File: config.mk
export PLATFORM = sky130hd
export DESIGN_NAME = register_file
export DESIGN_NICKNAME = d
export VERILOG_FILES = /design/src/rtl/register_file_pkg.sv /design/src/rtl/regfile_write_decoder.sv /design/src/rtl/register_file.sv
export SDC_FILE = /design/constraint.sdc
export NUM_CORES = 2
export LEC_CHECK = 0
export BUFFER_PORTS_ARGS = -buffer_cell sky130_fd_sc_hd__buf_2
export CAP_MARGIN = 20
export CORE_MARGIN = 2
export CORE_UTILIZATION = 25
export CTS_CLUSTER_DIAMETER = 80
export DETAILED_ROUTE_END_ITERATION = 10
export GPL_TIMING_DRIVEN = 0
export PLACE_DENSITY = 0.42
export SLEW_MARGIN = 5
export SYNTH_ARGS = -nofsm -noshare
export SYNTH_HDL_FRONTEND = slang
export SYNTH_SLANG_ARGS = --single-unit
File: constraint.sdc
create_clock -name Clk -period 43.7 [get_ports Clk]
set_clock_uncertainty 0.1 [all_clocks]
set_input_delay 2.185 -clock Clk [delete_from_list [all_inputs] [get_ports Clk]]
set_output_delay 2.185 -clock Clk [all_outputs]
set_load 0.02 [all_outputs]
File: src/rtl/register_file_pkg.sv
// Shared constants for the register file: default geometry and the
// hard-wired zero register index.
package register_file_pkg;

    localparam int unsigned DATA_W_DEF = 32;
    localparam int unsigned ADDR_W_DEF = 5;
    localparam int unsigned REG_ZERO   = 0;

endpackage

File: src/rtl/regfile_write_decoder.sv
// Write-address decoder: turns Awr/WrEn into a one-hot per-register
// write enable. Bit REG_ZERO is never set, so register 0 can never load.
module regfile_write_decoder
    import register_file_pkg::*;
#(
    parameter int unsigned ADDR_W = ADDR_W_DEF
) (
    input  logic [ADDR_W-1:0]      awr,
    input  logic                   wren,
    output logic [2**ADDR_W-1:0]   we
);

    localparam int unsigned NREG = 2**ADDR_W;

    // One-hot decode, gated by WrEn so an unknown address with WrEn low selects nothing
    always_comb begin
        we = '0;
        for (int unsigned i = 0; i < NREG; i++) begin
            we[i] = wren && (awr == ADDR_W'(i)) && (i != REG_ZERO);
        end
    end

endmodule

File: src/rtl/register_file.sv
// Two-read / one-write register file with register 0 hard-wired to zero.
// Reads are combinational; writes happen on the rising clock edge.
// Optional macro REGFILE_BYPASS_EN forwards Din to a read port whose
// address matches an enabled, non-zero write address (read path only).
module register_file
    import register_file_pkg::*;
#(
    parameter int unsigned DATA_W = DATA_W_DEF,
    parameter int unsigned ADDR_W = ADDR_W_DEF
) (
    input  logic              Clk,
    input  logic              Rst,
    input  logic [ADDR_W-1:0] Ard1,
    input  logic [ADDR_W-1:0] Ard2,
    input  logic [ADDR_W-1:0] Awr,
    input  logic [DATA_W-1:0] Din,
    input  logic              WrEn,
    output logic [DATA_W-1:0] Dout1,
    output logic [DATA_W-1:0] Dout2
);

    localparam int unsigned NREG = 2**ADDR_W;

    logic [NREG-1:0]   we;
    logic [DATA_W-1:0] regs [NREG];

    regfile_write_decoder #(
        .ADDR_W (ADDR_W)
    ) u_dec (
        .awr  (Awr),
        .wren (WrEn),
        .we   (we)
    );

    // Per-register flops with asynchronous clear; only the decoded register loads
    always_ff @(posedge Clk or posedge Rst) begin
        if (Rst) begin
            for (int unsigned i = 0; i < NREG; i++) begin
                regs[i] <= '0;
            end
        end else begin
            for (int unsigned i = 0; i < NREG; i++) begin
                if (we[i]) begin
                    regs[i] <= Din;
                end
            end
        end
    end

    // Read port 1: zero register, optional forwarding, forced to 0 while in reset
    always_comb begin
        Dout1 = regs[Ard1];
        if (Ard1 == ADDR_W'(REG_ZERO)) begin
            Dout1 = '0;
        end
`ifdef REGFILE_BYPASS_EN
        if (WrEn && (Awr != ADDR_W'(REG_ZERO)) && (Ard1 == Awr)) begin
            Dout1 = Din;
        end
`endif
        if (Rst) begin
            Dout1 = '0;
        end
    end

    // Read port 2: identical structure to port 1, independent address
    always_comb begin
        Dout2 = regs[Ard2];
        if (Ard2 == ADDR_W'(REG_ZERO)) begin
            Dout2 = '0;
        end
`ifdef REGFILE_BYPASS_EN
        if (WrEn && (Awr != ADDR_W'(REG_ZERO)) && (Ard2 == Awr)) begin
            Dout2 = Din;
        end
`endif
        if (Rst) begin
            Dout2 = '0;
        end
    end

endmodule
==> summary.txt <==
CTS
  – Cts bufs inserted: 119
  – Clock buffer depth: 3
  – Clock sinks: 992
  – Postcts setup bufs: 0
  – Cts repair resizes: 0
  – Clk root buf: clkbuf_16
  – H-tree levels: 3
  – Clk_lat worst skew: 0.76 ns
  – Clock Pin Slew Worst Setup and Hold Paths: 0.06 ns
  – # hold bufs at CTS: 0
  – CTS tree: built

Worst setup path
  – Crit path DAT: 6.73 ns
  – Worst Reg-to-Reg Cells: 1
  – Kind of critical path: in2out
  – Crit path capture: Dout1[29]
  – Largest stage delay on the critical path: 0.90 ns
  – Crit path from: Ard1[1]
  – CP Max Fanout: 11
  – Crit path depth: 9
  – Top delay family on crit path: buffers and inverters
  – Critical Path Start Type: input port
  – CP max stage cell: buf_1
  – Crit path buffers/inverters: 5
  – Worst Path Required: 41.42 ns
  – RR Endpoint: regs[597]$_DFFE_PP0P_
  – Most used cell along the critical path: buf_2
  – R2r startpoint: regs[597]$_DFFE_PP0P_
  – Worst path cell trace: buf_2 > buf_2 > buf_1 > nand2_1 > clkbuf_1 > o22ai_1 > o31ai_1 > a211oi_1 > buf_2
  – Crit. End Element: output pin
  – FF-to-FF setup slack: 42.72 ns

Global routing
  – Largest net degree at the start of global routing: 111
  – Global-route wire length before repair: 353.4 mm
  – GRT Total Usage: 23.95%
  – Initial antenna violation count: 23
  – Gr ovfl total: 0
  – Vias in the first global route: 38810

STA
  – Final Hold Vio Count: 0
  – Min Hold Slack: 0.4084 ns
  – Final cycle utilization of the critical path: 20.64%
  – Worst Max-Slew Pin Slew: 1.322 ns
  – F_max: 110.9 MHz
  – Slew HR: 11.56%
  – Final Max Tran Viols: 0
  – RSZ-0062 raised after global routing: false
  – # setup viols final: 0
  – Minimum clock period: 9.019 ns

Power and ir drop
  – Total power draw: 2.900 mW
  – Sw frac: 30.31%
  – Seq pwr share: 42.7%
  – Switch Pwr: 0.8788 mW
  – Pwr per Cell Area: 46.19 nW/um^2
  – Leakage power: 26.71 nW
  – Combinational power share: 22.3%
  – Cell-internal power: 2.021 mW
  – Peak VDD IR: 0.03387 mV
  – Clock network power share: 35.0%

Drt
  – Drt first pass iters: 5
  – Vias: 38660
  – WL per Instance: 38.06 um
  – Drt total wl: 265.5 mm
  – 1st-iter DRT viols: 3946
  – Via density: 5.541
  – Routed Antenna Nets: 0
  – DRC: 0

Final layout
  – Number of flip-flops in the largest register: 992
  – Most common cell after layout, fill and taps aside: mux2_2
  – Final nets: 4087
  – Most frequent cells in the layout: mux2_2, dfrtp_1, mux4_2
  – Post-synthesis to final-layout area growth: 16.86%
  – Final core utilization: 29.31%
  – Final instance area: 62780 um^2
  – Register with the most flip-flops: regs
  – Top Registers: regs x992
  – Share of layout cells above drive strength 1: 47.52%

Yosys
  – Gate count of the mapped netlist: 3740
  – Syn_area_per_cell: 14.36 um^2
  – Ys async rst share: 100.0%
  – Post-synth top area share: 46.21%
  – Sequential share of the synthesized area: 46.21%
  – Cell taking the most area after synthesis: dfrtp_1
  – Warnings from Yosys: 0
  – Synthesized Nets: 3790
  – Synth Register Bits: 992
  – Count of cell types in the netlist: 56
  – Synthesized area: 53720 um^2
  – EDFF count, synth: 0
  – Synth top area cells: dfrtp_1, mux2_2, mux4_2, mux2i_1, clkbuf_1
  – Top FF cell, synth: dfrtp_1

Floorplan
  – Die Y-Extent: 467.5 um
  – Core ar.: 214200 um^2
  – Initial Util: 25.08%
  – Io pins: 114
  – DIE AREA: 218600 um^2
  – Row count: 170
  – Chip width: 467.5 um

Status
  – Status: complete, no violations

Placed design
  – Buffers added on ports: 108
  – DP Wirelength: 198.8 mm
  – Placer Congestion: 0.9474
  – Cell Area, Placed: 58810 um^2

Job
  – Max-cap viol count: 0

Worst hold path
  – Hold path cells: 1
  – Worst min path class: reg2reg
how the worst min path moves through the flow:
stage,end,from
4_1_cts,regs[612]$_DFFE_PP0P_,regs[612]$_DFFE_PP0P_
5_1_grt,regs[620]$_DFFE_PP0P_,regs[620]$_DFFE_PP0P_
6_report,regs[612]$_DFFE_PP0P_,regs[612]$_DFFE_PP0P_
3_3_place_gp,regs[635]$_DFFE_PP0P_,regs[635]$_DFFE_PP0P_
3_5_place_dp,regs[612]$_DFFE_PP0P_,regs[612]$_DFFE_PP0P_
2_1_floorplan,regs[612]$_DFFE_PP0P_,regs[612]$_DFFE_PP0P_
cells by family after synthesis:
kind of cell    count (synthesis)  share of synthesized area (%)
mux                          1652                          42.03
simple gates                  274                          2.520
compound gates                415                          5.821
buf+inv                       407                          3.419
flops                         992                          46.21
area by class of cell:
class,instances,area [um^2]
Multi-Input combinational cell,2341,27070
Buffer,403,1831
Tap cell,2838,3551
Clock inverter,27,296.5
Clock buffer,182,3576
Fill cell,21610,151400
Inverter,4,22.52
Timing Repair Buffer,176,1569
Sequential cell,992,24820
Antenna cell,14,35.03
per-layer routing:
metal  GRT usage, %  up-vias  routed length (um)
met4          12.99        4               16360
met3          5.197      473               19820
met1          32.26    21400              113100
met2          35.73     1745              116300
met5              0        -                  20
li1               -    15040                   -
power by group through the flow:
stage / registers, mW / logic, mW / clock network [mW]
6_report: 1.24 / 0.645 / 1.02
5_1_grt: 1.26 / 0.674 / 1.07
4_1_cts: 1.23 / 0.643 / 1.03
3_5_place_dp: 1.25 / 0.641 / 0
3_3_place_gp: 1.25 / 0.624 / 0
2_1_floorplan: 1.20 / 0.443 / 0
Yosys cell counts (all sizes together) (11+ instances only):
library cell  number
a221oi            23
a22o              30
o22ai             50
a21oi             31
clkbuf           217
o21a              17
dfrtp            992
buf              186
o211ai            11
nand2             79
nand2b            30
nor2              68
nor2b             42
o221ai            14
o221a             14
mux2            1112
o21ai             53
o211a             15
mux2i            171
mux4             369
and2              11
a221o             33
o31a              14
o31ai             26
a211oi            56
metrics by stage:
stage | instances | setup TNS (ns) | worst slack (ns)
2_1_floorplan | 3740 | 0 | 13.49
3_3_place_gp | 6686 | -1101.91 | -1.343
3_5_place_dp | 6749 | 0 | 34.92
4_1_cts | 6958 | 0 | 34.93
5_1_grt | 6969 | 0 | 34.62
6_report | 6977 | 0 | 34.68
Note: power is estimated with default switching activity, not from simulation.
